**src/rtl/conv_pkg.sv**
```systemverilog
// rtl/conv_pkg.sv - shared constants and types for the 3x3 window generator
package conv_pkg;
    localparam int DATA_W = 8;
    localparam int IMG_W  = 8;
    localparam int IMG_H  = 8;
    localparam int K      = 3;
    localparam int ROW_W  = $clog2(IMG_H);
    localparam int COL_W  = $clog2(IMG_W);

    typedef logic signed [DATA_W-1:0] pixel_t;
    typedef pixel_t [K*K-1:0] window_t;
endpackage

```
**src/rtl/conv_line_buf.sv**
```systemverilog
// rtl/conv_line_buf.sv - two-row line buffer, one column read and shifted per accepted pixel
module conv_line_buf
    import conv_pkg::*;
(
    input  logic             clk,
    input  logic             we,
    input  logic [COL_W-1:0] idx,
    input  pixel_t           din,
    output pixel_t           top,
    output pixel_t           mid
);
    // Storage carries no reset; the top gates stale columns out of every window.
    pixel_t older_q [IMG_W];
    pixel_t newer_q [IMG_W];

    assign top = older_q[idx];
    assign mid = newer_q[idx];

    always_ff @(posedge clk) begin
        if (we) begin
            older_q[idx] <= newer_q[idx];
            newer_q[idx] <= din;
        end
    end
endmodule

```
**src/rtl/conv_window_gen.sv**
```systemverilog
// rtl/conv_window_gen.sv - streaming 3x3 window generator; CONV_WIN_SOF_CHECK_EN adds in_sof/err
module conv_window_gen
    import conv_pkg::*;
(
    input  logic                      clk,
    input  logic                      rst,
    input  logic                      in_valid,
    output logic                      in_ready,
    input  logic [DATA_W-1:0]         in_pixel,
    output logic                      out_valid,
    input  logic                      out_ready,
    output logic [K*K*DATA_W-1:0]     out_window,
    output logic [ROW_W-1:0]          out_row,
    output logic [COL_W-1:0]          out_col,
    output logic                      out_last
`ifdef CONV_WIN_SOF_CHECK_EN
    ,
    input  logic                      in_sof,
    output logic                      err
`endif
);
    localparam logic [COL_W-1:0] COL_LAST = COL_W'(IMG_W - 1);
    localparam logic [ROW_W-1:0] ROW_LAST = ROW_W'(IMG_H - 1);
    localparam logic [COL_W-1:0] COL_TWO  = COL_W'(2);
    localparam logic [ROW_W-1:0] ROW_TWO  = ROW_W'(2);

    logic [COL_W-1:0] col_q, cur_col;
    logic [ROW_W-1:0] row_q, cur_row;
    logic             accept, emit, sof_hit;
    pixel_t           lb_top, lb_mid;
    window_t          win_q, win_next;

`ifdef CONV_WIN_SOF_CHECK_EN
    assign sof_hit = in_sof;
`else
    assign sof_hit = 1'b0;
`endif

    assign in_ready = !out_valid || out_ready;
    assign accept   = in_valid && in_ready;
    // A start-of-frame pixel is treated as (0,0) regardless of the counters.
    assign cur_col  = sof_hit ? '0 : col_q;
    assign cur_row  = sof_hit ? '0 : row_q;
    assign emit     = accept && (cur_row >= ROW_TWO) && (cur_col >= COL_TWO);

    conv_line_buf u_line_buf (
        .clk (clk),
        .we  (accept),
        .idx (cur_col),
        .din (pixel_t'(in_pixel)),
        .top (lb_top),
        .mid (lb_mid)
    );

    // Shift the window left one column and bring in {row r-2, row r-1, new pixel} on the right.
    always_comb begin
        win_next = win_q;
        for (int i = 0; i < K; i++) begin
            for (int j = 0; j < K - 1; j++) begin
                win_next[i*K + j] = win_q[i*K + j + 1];
            end
        end
        win_next[0*K + K - 1] = lb_top;
        win_next[1*K + K - 1] = lb_mid;
        win_next[2*K + K - 1] = pixel_t'(in_pixel);
    end

    always_ff @(posedge clk or posedge rst) begin
        if (rst) begin
            col_q <= '0;
            row_q <= '0;
            win_q <= '0;
        end else if (accept) begin
            win_q <= win_next;
            if (cur_col == COL_LAST) begin
                col_q <= '0;
                row_q <= (cur_row == ROW_LAST) ? '0 : cur_row + ROW_W'(1);
            end else begin
                col_q <= cur_col + COL_W'(1);
                row_q <= cur_row;
            end
        end
    end

    always_ff @(posedge clk or posedge rst) begin
        if (rst) begin
            out_valid  <= 1'b0;
            out_window <= '0;
            out_row    <= '0;
            out_col    <= '0;
            out_last   <= 1'b0;
        end else if (emit) begin
            out_valid  <= 1'b1;
            out_window <= win_next;
            out_row    <= cur_row - ROW_TWO;
            out_col    <= cur_col - COL_TWO;
            out_last   <= (cur_row == ROW_LAST) && (cur_col == COL_LAST);
        end else if (out_ready) begin
            out_valid  <= 1'b0;
        end
    end

`ifdef CONV_WIN_SOF_CHECK_EN
    // Sticky framing error: SOF away from (0,0), or (0,0) reached without SOF.
    always_ff @(posedge clk or posedge rst) begin
        if (rst) begin
            err <= 1'b0;
        end else if (accept) begin
            if (in_sof && ((col_q != '0) || (row_q != '0))) begin
                err <= 1'b1;
            end else if (!in_sof && (col_q == '0) && (row_q == '0)) begin
                err <= 1'b1;
            end
        end
    end
`endif
endmodule
```
**config.mk**
```make
export PLATFORM = sky130hd
export DESIGN_NAME = conv_window_gen
export DESIGN_NICKNAME = d
export VERILOG_FILES = /design/src/rtl/conv_pkg.sv /design/src/rtl/conv_line_buf.sv /design/src/rtl/conv_window_gen.sv
export SDC_FILE = /design/constraint.sdc
export NUM_CORES = 1
export LEC_CHECK = 0
export ABC_AREA = 1
export ABC_CLOCK_PERIOD_IN_PS = 10600
export BUFFER_PORTS_ARGS = -buffer_cell sky130_fd_sc_hd__buf_2
export CAP_MARGIN = 20
export CORE_UTILIZATION = 37
export DETAILED_ROUTE_END_ITERATION = 8
export GPL_ROUTABILITY_DRIVEN = 0
export SYNTH_ARGS = -nofsm -noshare
export SYNTH_HDL_FRONTEND = slang
export SYNTH_HIERARCHICAL = 1
export SYNTH_SLANG_ARGS = --single-unit
```
**constraint.sdc**
```tcl
create_clock -name clk -period 10.6 [get_ports clk]
set_clock_uncertainty 0.2 [all_clocks]
set_input_delay 0.53 -clock clk [delete_from_list [all_inputs] [get_ports clk]]
set_output_delay 0.53 -clock clk [all_outputs]
set_load 0.03 [all_outputs]
```
==> summary.txt <==
Outcome
  • Outcome: finished clean

Timing
  • Max Clk Rate: 0.304 GHz
  • Unrepaired setup endpoints after global routing: no
  • Slew Limit Headroom: 32.1%
  • Final critical path time including I/O delays and setup: 3.29 ns
  • Max Slew Vio Count: 0
  • Number of endpoints failing setup at the final stage: 0
  • Post-Route Setup TNS: 0 ns
  • Final Hold Fails: 0
  • Fin crit share: 31.0%
  • Least-Margin Pin Slew: 1.02 ns

Detailed routing
  • Final ANT Viol Nets: 0
  • First drt pass iteration count: 5
  • Post-route DRC violation count: 0
  • Initial DRC count: 686
  • Post-detailed-routing wire length: 24.2 mm
  • Routed vias: 7599
  • Avg WL per Cell: 15.2 um
  • Detail-routed via count per cell: 4.77

CTS
  • Clock H-tree levels: 1
  • Worst-path clk slew: 0.06 ns
  • Clock sink count: 262
  • Worst-skew pair later-pin latency: 0.54 ns
  • Maximum buffer depth of the clock tree: 3
  • Clock tree from TritonCTS: done
  • CTS Root Cell: sky130_fd_sc_hd__clkbuf_16
  • CTS buffer count: 28
  • Number of setup buffers added after CTS: 0

GRT
  • GRT Overall Usage: 16.3%
  • Vias in the first global route: 7661
  • Wire length of the first global-routing pass: 40.2 mm
  • Maximum number of pins on one net before global-route repair: 82
  • Sum of overflow across all layers after global routing: 0
  • Initial antenna violation count: 0

Critical path
  • Category of the worst setup path launch point: flop
  • WS Path Type: flop to flop
  • CP max stage delay: 0.88 ns
  • CP arrival: 3.50 ns
  • Crit-path cells: a21boi_4 > buf_4 > buf_4 > nand3_4 > nand2_1 > nand2_1
  • Highest fanout seen on the critical path: 81
  • Largest delay share family, worst path: simple AND/OR/NAND/NOR gates
  • Req. time, crit path: 10.81 ns
  • Slowest CP cell: sky130_fd_sc_hd__nand3_4
  • Number of buffers and inverters on the critical path: 2
  • Capturing element type of the critical path: flop

Yosys
  • Number of synthesized flops with an enable pin: 128
  • Flip-flop and latch count after synthesis: 262
  • Net Count, Synth: 1133
  • Average cell area after synthesis: 9.88 um^2
  • Share of the yosys chip area belonging to registers: 65.5%
  • Post-synthesis cell type with the largest combined area: sky130_fd_sc_hd__edfxtp_1
  • Top cells by area in the synthesized netlist: sky130_fd_sc_hd__edfxtp_1 35%, sky130_fd_sc_hd__dfrtp_1 30%, sky130_fd_sc_hd__nand2_1 17%
  • Most common flop cell mapped by yosys: sky130_fd_sc_hd__dfrtp_1
  • Commonest cells in the synthesized netlist: 488 x sky130_fd_sc_hd__nand2_1, 134 x sky130_fd_sc_hd__dfrtp_1, 128 x sky130_fd_sc_hd__edfxtp_1
  • Cell count after synthesis: 1113
  • Portion of synthesized cell area occupied by the leading cell type: 35.0%
  • Yosys Warn Count: 6
  • Cell with the most instances after synthesis: sky130_fd_sc_hd__nand2_1
  • Synthesized area: 11000 um^2
  • Synth unique cells: 22
  • Share of synthesized flip-flops with an asynchronous set or reset: 51.1%

Pwr
  • Largest voltage drop on the vdd net: 0.000184 V
  • Total leakage power: 0.00615 uW
  • Power per standard cell area: 320 nW/um^2

Layout
  • Fraction of layout instances using a drive strength above 1: 14.3%
  • Area growth from synthesis to layout: 14.8%
  • Number of nets in the finished design: 1209
  • Antenna diode instance count: 0
  • Final design utilization: 43.6%

Die
  • Core region area: 28900 um^2
  • IO Count: 93
  • Height of the die: 174 um
  • FP Rows: 62
  • Starting Density: 38.0%
  • Horizontal die dimension: 174 um
  • Area of the die: 30400 um^2

Placement
  • Post-detailed-placement half-perimeter wirelength: 14.7 mm
  • Port buffer count: 92

Min path
  • Class of the most critical hold timing path: input port to flop

Job
  • Max Cap Violations: 0
==> logic make-up after synthesis <==
family	Yosys count	synth area share [%]
buffers and inverters	179	7.89
AOI/OAI and AO/OA	52	2.42
and+or+nand+nor	612	23.3
DFF	262	65.5
adders and majority gates	8	0.910
==> worst register-to-register path: stages (launching register included) <==
cell and delay, ns:
sky130_fd_sc_hd__dfrtp_1 0.42, sky130_fd_sc_hd__a21boi_4 0.15, sky130_fd_sc_hd__buf_4 0.46, sky130_fd_sc_hd__buf_4 0.71, sky130_fd_sc_hd__nand3_4 0.89, sky130_fd_sc_hd__nand2_1 0.28, sky130_fd_sc_hd__nand2_1 0.07
==> cells in the final DEF, fill, tap and decap left out, types with 8 or more instances in the layout <==
master / synthesis / layout
sky130_fd_sc_hd__inv_1: 108 / 107
sky130_fd_sc_hd__clkinv_2: 0 / 8
sky130_fd_sc_hd__nand4_1: 79 / 79
sky130_fd_sc_hd__o21ai_0: 49 / 49
sky130_fd_sc_hd__ha_1: 8 / 8
sky130_fd_sc_hd__buf_4: 7 / 15
sky130_fd_sc_hd__buf_2: 33 / 92
sky130_fd_sc_hd__nand3_1: 31 / 31
sky130_fd_sc_hd__edfxtp_1: 128 / 128
sky130_fd_sc_hd__nand2_1: 488 / 488
sky130_fd_sc_hd__clkbuf_16: 0 / 28
sky130_fd_sc_hd__dfrtp_1: 134 / 133
==> stage by stage <==
step	hold slack (ns)	setup slack [ns]	total power [uW]	std cells	instance area (um^2)
after floorplan	0.242	6.29	2680	1113	11000
after global placement	0.250	7.07	3070	1539	11600
after detailed placement	0.254	7.04	3090	1541	11700
after CTS	0.0814	7.27	4080	1593	12600
after global routing	0.131	6.91	4310	1594	12600
final	0.0966	7.31	4040	1594	12600
==> sequential cells by signal, indices dropped and copies added, names as in the netlist <==
register,cells
col_q,3
cur_row,3
out_last,1
win_next,48
out_window,72
out_row,3
u_line_buf/newer_q,64
out_col,3
u_line_buf/older_q,64
out_valid,1
==> what timing repair did <==
| item | 4_1_cts | 5_1_grt |
|---|---|---|
| hold endpoints to repair | 54 | 0 |
| hold buffers | 1 | 0 |
| resized for setup | 0 | 0 |
==> routing by layer <==
metal / GRT usage [%] / routed length, um / vias up
met1: 22.2 / 11000 / 3659
met3: 2.17 / 894 / 30
li1: - / - / 3758
met5: 0 / 0 / -
met4: 3.55 / 444 / 0
met2: 27.8 / 11800 / 152
==> layout make-up <==
cell class	count	area (um^2)
Tap cell	384	480
Sequential cell	262	7200
Multi-Input combinational cell	672	2950
Clock inverter	12	120
Timing Repair Buffer	110	622
Inverter	115	437
Fill cell	2764	16300
Clock buffer	39	812
==> final timing paths <==
| check | start | cells past startpoint | slack (ns) | end |
|---|---|---|---|---|
| worst max-delay path | out_valid | 6 | 7.31 | out_window[22] |
| worst min-delay path | out_ready | 4 | 0.1 | out_valid |
| worst max register to register | out_valid | 6 | 7.31 | out_window[22] |
| worst min register to register | out_window[2] | 2 | 0.26 | out_window[2] |
| max in group asynchronous | rst | 5 | 8.80 | out_window[17] |
| min in group asynchronous | rst | 3 | 0.40 | out_window[51] |
==> report_power, final <==
| group | internal (uW) | switching (uW) | leakage, uW |
|---|---|---|---|
| Combinational | 356 | 1140 | 0.00281 |
| Sequential | 1430 | 132 | 0.00287 |
| Clock | 581 | 393 | 0.000468 |
(Power assumes the default switching activity.)
